## config.mk

```make
export PLATFORM = sky130hd
export DESIGN_NAME = csa_sub_8_seq
export DESIGN_NICKNAME = d
export VERILOG_FILES = /design/src/rtl/csa_sub_8_seq.sv
export SDC_FILE = /design/constraint.sdc
export NUM_CORES = 1
export LEC_CHECK = 0
export BUFFER_PORTS_ARGS = -buffer_cell sky130_fd_sc_hd__buf_2
export CAP_MARGIN = 0
export CELL_PAD_IN_SITES_DETAIL_PLACEMENT = 1
export CELL_PAD_IN_SITES_GLOBAL_PLACEMENT = 1
export CORE_MARGIN = 2
export CORE_UTILIZATION = 42
export DETAILED_ROUTE_END_ITERATION = 6
export GPL_ROUTABILITY_DRIVEN = 0
export PLACE_DENSITY = 0.8
export SLEW_MARGIN = 25
export SYNTH_ARGS = -nofsm -noshare
export SYNTH_HDL_FRONTEND = slang
export SYNTH_SLANG_ARGS = --single-unit
```

## constraint.sdc

```tcl
create_clock -name clk -period 2.8 [get_ports clk]
set_clock_uncertainty 0.2 [all_clocks]
set_input_delay 0.14 -clock clk [delete_from_list [all_inputs] [get_ports clk]]
set_output_delay 0.14 -clock clk [all_outputs]
set_load 0.02 [all_outputs]
```

## src/rtl/csa_sub_8_seq.sv

```systemverilog
// csa_sub_8_seq: chunk-serial subtractor, LSB chunk first, with a registered borrow between chunks.
module csa_sub_8_seq #(
  parameter int WIDTH = 8,
  parameter int CHUNK = 4
) (
  input  logic             clk,
  input  logic             rst,
  input  logic             start,
  input  logic [WIDTH-1:0] a,
  input  logic [WIDTH-1:0] b,
  output logic             busy,
  output logic             done,
  output logic [WIDTH-1:0] diff,
  output logic             borrow,
  output logic             ovf
);
  localparam int N = WIDTH / CHUNK;
  localparam int CW = N > 1 ? $clog2(N) : 1;
  localparam logic [CW-1:0] LAST = CW'(N - 1);
  localparam logic [0:0] IDLE = 1'b0;
  localparam logic [0:0] RUN = 1'b1;
  if (WIDTH % CHUNK != 0) begin : g_bad_chunk
    $error("WIDTH must be a multiple of CHUNK");
  end
  logic [0:0] state_q, state_d;
  logic [WIDTH-1:0] a_q, a_d, b_q, b_d, acc_q, acc_d, diff_q, diff_d;
  logic [CW-1:0] cnt_q, cnt_d;
  logic br_q, br_d, borrow_q, borrow_d, ovf_q, ovf_d, done_q, done_d;
  logic [CHUNK:0] sub;
  logic [WIDTH+CHUNK-1:0] acc_sh;
  // Operands shift right each cycle, so the active chunk is always the low CHUNK bits
  // and on the last chunk those low bits carry the original sign bits.
  always_comb begin
    sub = {1'b0, a_q[CHUNK-1:0]} - {1'b0, b_q[CHUNK-1:0]} - (CHUNK+1)'(br_q);
    acc_sh = {sub[CHUNK-1:0], acc_q} >> CHUNK;
    state_d = state_q;
    a_d = a_q;
    b_d = b_q;
    acc_d = acc_q;
    cnt_d = cnt_q;
    br_d = br_q;
    diff_d = diff_q;
    borrow_d = borrow_q;
    ovf_d = ovf_q;
    done_d = 1'b0;
    if (state_q == IDLE) begin
      if (start) begin
        a_d = a;
        b_d = b;
        br_d = 1'b0;
        cnt_d = '0;
        state_d = RUN;
      end
    end else begin
      a_d = a_q >> CHUNK;
      b_d = b_q >> CHUNK;
      acc_d = acc_sh[WIDTH-1:0];
      br_d = sub[CHUNK];
      cnt_d = cnt_q + CW'(1);
      if (cnt_q == LAST) begin
        diff_d = acc_sh[WIDTH-1:0];
        borrow_d = sub[CHUNK];
        ovf_d = (a_q[CHUNK-1] != b_q[CHUNK-1]) && (sub[CHUNK-1] != a_q[CHUNK-1]);
        done_d = 1'b1;
        state_d = IDLE;
      end
    end
  end
  always_ff @(posedge clk or posedge rst) begin
    if (rst) begin
      state_q <= IDLE;
      a_q <= '0;
      b_q <= '0;
      acc_q <= '0;
      cnt_q <= '0;
      br_q <= 1'b0;
      diff_q <= '0;
      borrow_q <= 1'b0;
      ovf_q <= 1'b0;
      done_q <= 1'b0;
    end else begin
      state_q <= state_d;
      a_q <= a_d;
      b_q <= b_d;
      acc_q <= acc_d;
      cnt_q <= cnt_d;
      br_q <= br_d;
      diff_q <= diff_d;
      borrow_q <= borrow_d;
      ovf_q <= ovf_d;
      done_q <= done_d;
    end
  end
  assign busy = state_q == RUN;
  assign done = done_q;
  assign diff = diff_q;
  assign borrow = borrow_q;
  assign ovf = ovf_q;
endmodule

```

==> summary by stage <==
Run status
The flow ran to the end, and the final reports show no timing, DRC or antenna violations.

Timing
For the pin with the worst max-slew slack, the measured transition is 0.522 ns. Setup repair after global routing left no endpoint under its margin. The worst pin sits at a relative slew slack of 65.2%. The final-report hold violation count is 0. The fmax is 434 MHz.

Setup violations remaining at the end of the flow were counted as 0. The max-slew violation total from the final report is 0. After layout, the worst path uses 82.3% of the clock period.

The routed design could run at a clock period as short as 2.31 ns. In the final timing run, aggregate negative setup slack is 0 ns.

Power
The sequential fraction of design power is 35.8%. In this run the power density over the cells is 1190 mW/mm². The internal power is 1.41 mW.

Net switching is 40.9% of the power. The power share of the combinational group is 50.3%. The analysis attributes to cell leakage a power of 1.01 nW. The portion of total power attributed to the clock network is 13.8%. The net switching power of the design is 0.974 mW. The overall power consumption is 2.38 mW. Across the VDD grid, the largest voltage drop is 0.428 mV.

Synth
The synthesized netlist occupies a cell area of 0.00158 mm². The number of cells produced by synthesis is 141. The largest total area in the synthesized netlist belongs to sky130_fd_sc_hd__dfrtp_1. Sequential cells were found to cover 53.9% of the synthesized design area.

The flop and latch count out of synthesis is 34. The area share of the leading cell type in the synthesized netlist is 53.9%. When the netlist entered floorplanning its net count stood at 168.

The number of different library cells used by synthesis comes to 21. Yosys printed 0 warnings. In this run the mean area of a mapped cell was 11.2 µm². Ranked by total cell area, the synthesized netlist is headed by sky130_fd_sc_hd__dfrtp_1 (54%), sky130_fd_sc_hd__mux2i_1 (11%), sky130_fd_sc_hd__ha_1 (4.8%), sky130_fd_sc_hd__o21ai_0 (4.4%), sky130_fd_sc_hd__nand2_1 (4.0%).

Global routing
Global routing used 18.4% of the available tracks. The number of global-route vias before repair is 1,263. The initial antenna violation count came to 0. The first global-routing pass estimated 5870 µm of wire. The largest net degree at the start of global routing is 35. The total overflow reported by the global router is 0.

Cells and area
The area growth from synthesis to layout is 27.0%. The final net count is 217. After filler insertion, the fill cell instance count of the layout stands at 422. Summing all flip-flop and latch instances after layout gives 851 µm².

The cell area after layout is 0.00201 mm². The post-route netlist has 23.2% of its cells at a drive strength greater than 1. The multi-input combinational cells in the finished layout cover a total of 638 µm². The number of antenna diodes in the final layout is 0.

Floorplan
The die covers 0.00427 mm². The row count is 22. The floorplan die width is 65.3 µm.

The initial utilization of the core area, before any placement, comes to 43.5%. In this run the vertical extent of the chip is 65.3 µm. 31 I/O pins were placed. The core area is 0.00363 mm².

Clocking
The number of clock sinks is 34. At the later pin of the worst-skew pair, clock insertion delay measures 0.28 ns. In this run, CTS created clock tree buffers numbering 5. Post-CTS repair changed the size of 0 cells.

The TritonCTS clock tree is yes. The clock transition at the register clock pins on the worst setup and hold paths after CTS is 0.06 ns. CTS placed an instance of sky130_fd_sc_hd__clkbuf_8 at the clock tree root. The number of buffers on the longest clock path is 2.

The H-tree was split into 2 levels.

Critical path
For flop-to-flop paths, the worst setup slack is 0.49 ns. The worst endpoint data arrival time is 2.26 ns. The critical path buffer and inverter count is 0. The number of cells traversed by the worst register-to-register path is 6. The critical path class is reg -> reg. The critical path launch point type is a flop. The largest individual stage delay along the critical path comes from the cell sky130_fd_sc_hd__fa_1.

The signal on the critical path passes through fa_1 -> fa_1 -> nand2b_1 -> a21oi_1 -> xnor2_1 -> mux2i_1. The critical path crosses 6 cells after its start point. The worst register-to-register path begins at a_q[0]$_DFFE_PP0P_. The largest delay contributor family on the critical path is adder cells.

The largest driver fanout on the critical path is 2. The cell that appears most often on the critical path is sky130_fd_sc_hd__fa_1. The required time of the critical path is 2.75 ns.

STA classifies the critical path endpoint as a flop. The worst flop-to-flop path endpoint is br_q$_DFFE_PP0P_. On the worst path, the slowest cell contributes a delay of 0.48 ns.

Detailed routing
The aggregate routed wire length is 3340 µm. In this run the remaining antenna-violating nets after routing total 0. The routed wire length on met2 is 1800 µm. In this run the top signal layer used is met4. The DRC violations left is 0. The number of DRC markers in iteration 0 is 46. The detailed-routing wirelength on met1 is 1390 µm.

Using the TritonRoute via totals, the vias-per-cell ratio works out to 4.73. The first detailed-routing pass ran for 4 iterations. Summed over all nets, wire length on met3 after detailed routing comes to 117 µm. Summing over every cut layer, the via total after detailed routing is 1,126.

Dividing the detail-routed wire length by the instance count gives 14.0 µm.

Min path
The worst hold path endpoint is busy$_DFF_PP0_. Counting instances, the worst hold path has a depth of 3. The start point of the worst hold path is start. The class of the worst hold path is in -> reg.

Placement
The HPWL after detailed placement is 2200 µm. The placed instance area is 0.00176 mm². The quantity of I/O buffers inserted on ports is 30.

Flow run
The number of max-cap violations is 0.
layout make-up:
type | instances | share of cell area (%)
flip-flops and latches | 34 | 42.4
multi-input cells | 88 | 31.8
repair buffers | 49 | 16.7
clock buffers | 7 | 3.81
well taps | 48 | 2.99
inverters | 12 | 2.25
metal layers:
layer  up-vias  GRT usage (%)
met5         -              0
met2        26           34.3
li1        554              -
met4         0           5.47
met3         4           4.28
met1       542           20.8
power groups by stage:
stage / Clock (mW) / Combinational [mW] / Sequential, mW
global route: 0.366 / 1.36 / 0.891
finish: 0.330 / 1.20 / 0.854
CTS: 0.341 / 1.22 / 0.859
floorplan: 0 / 0.825 / 0.920
detailed placement: 0 / 1.19 / 0.867
global placement: 0 / 1.12 / 0.849
worst max path at each step:
stage | startpoint | to
5_1_grt | a_q[0]$_DFFE_PP0P_ | br_q$_DFFE_PP0P_
4_1_cts | a_q[0]$_DFFE_PP0P_ | br_q$_DFFE_PP0P_
3_5_place_dp | a_q[0]$_DFFE_PP0P_ | br_q$_DFFE_PP0P_
6_report | a_q[0]$_DFFE_PP0P_ | br_q$_DFFE_PP0P_
2_1_floorplan | a_q[0]$_DFFE_PP0P_ | br_q$_DFFE_PP0P_
3_3_place_gp | a_q[0]$_DFFE_PP0P_ | br_q$_DFFE_PP0P_
sequential cells by signal, indices dropped and copies added, names as in the netlist:
signal,cells
br_q,1
borrow,1
ovf,1
done,1
b_q,8
diff,8
acc_q,4
busy,1
cnt_q,1
a_q,8
cells by family (layout without fill, tap and decap cells):
| family | after synthesis | in the layout | share of synthesized area, % |
|---|---|---|---|
| AO/OA/AOI/OAI | 19 | 19 | 6.50 |
| XOR/XNOR | 6 | 6 | 3.33 |
| adder cells (fa/ha/maj) | 8 | 8 | 7.29 |
| buffers and inverters | 19 | 68 | 5.70 |
| flip-flops | 34 | 34 | 53.9 |
| multiplexers | 23 | 23 | 15.0 |
| AND/OR/NAND/NOR | 32 | 32 | 8.32 |
per-stage QoR:
| step | hold slack (ns) | worst slack [ns] | cells | util (%) |
|---|---|---|---|---|
| global placement | 0.0443 | 0.629 | 214 | 48.4 |
| CTS | 0.177 | 0.476 | 238 | 55.2 |
| floorplan | 0.0816 | 0.667 | 141 | - |
| detailed placement | 0.0646 | 0.528 | 214 | 48.4 |
| finish | 0.193 | 0.494 | 238 | 55.2 |
| global route | 0.234 | 0.391 | 238 | 55.2 |
tightest hold or removal path, stage by stage:
cell                      delay (ns)
sky130_fd_sc_hd__buf_2          0.27
sky130_fd_sc_hd__inv_1          0.13
sky130_fd_sc_hd__o21ai_0        0.08
layout by cell type, fill, tap and decap left out, types with 2 or more instances in the layout:
master and instances:
sky130_fd_sc_hd__buf_2 30, sky130_fd_sc_hd__o21ai_0 14, sky130_fd_sc_hd__clkbuf_8 5, sky130_fd_sc_hd__dlygate4sd3_1 17
sky130_fd_sc_hd__nand2_1 17, sky130_fd_sc_hd__clkbuf_1 2, sky130_fd_sc_hd__dfrtp_1 34, sky130_fd_sc_hd__xnor2_1 5
sky130_fd_sc_hd__mux2i_1 18, sky130_fd_sc_hd__ha_1 6, sky130_fd_sc_hd__fa_1 2, sky130_fd_sc_hd__nor2_1 11
sky130_fd_sc_hd__a21oi_1 3, sky130_fd_sc_hd__mux2_2 5, sky130_fd_sc_hd__buf_4 2, sky130_fd_sc_hd__inv_1 12
sky130_fd_sc_hd__nand2b_1 2
Yosys cell counts, drive strengths merged:
| master | number |
|---|---|
| clkbuf | 1 |
| buf | 6 |
| nand3b | 1 |
| mux2 | 5 |
| a21oi | 3 |
| o21ai | 15 |
| mux2i | 18 |
| fa | 2 |
| xnor2 | 5 |
| o31ai | 1 |
| inv | 12 |
| xor2 | 1 |
| nor2 | 11 |
| dfrtp | 34 |
| nand2b | 2 |
| nand2 | 18 |
| ha | 6 |
repair_timing:
action | 4_1_cts | 5_1_grt
hold buffers | 17 | 0
buffers inserted | 0 | 0
endpoints found under the setup margin | 0 | 0
endpoints found under the hold margin | 50 | 0
Power figures use the tool's default switching activity.
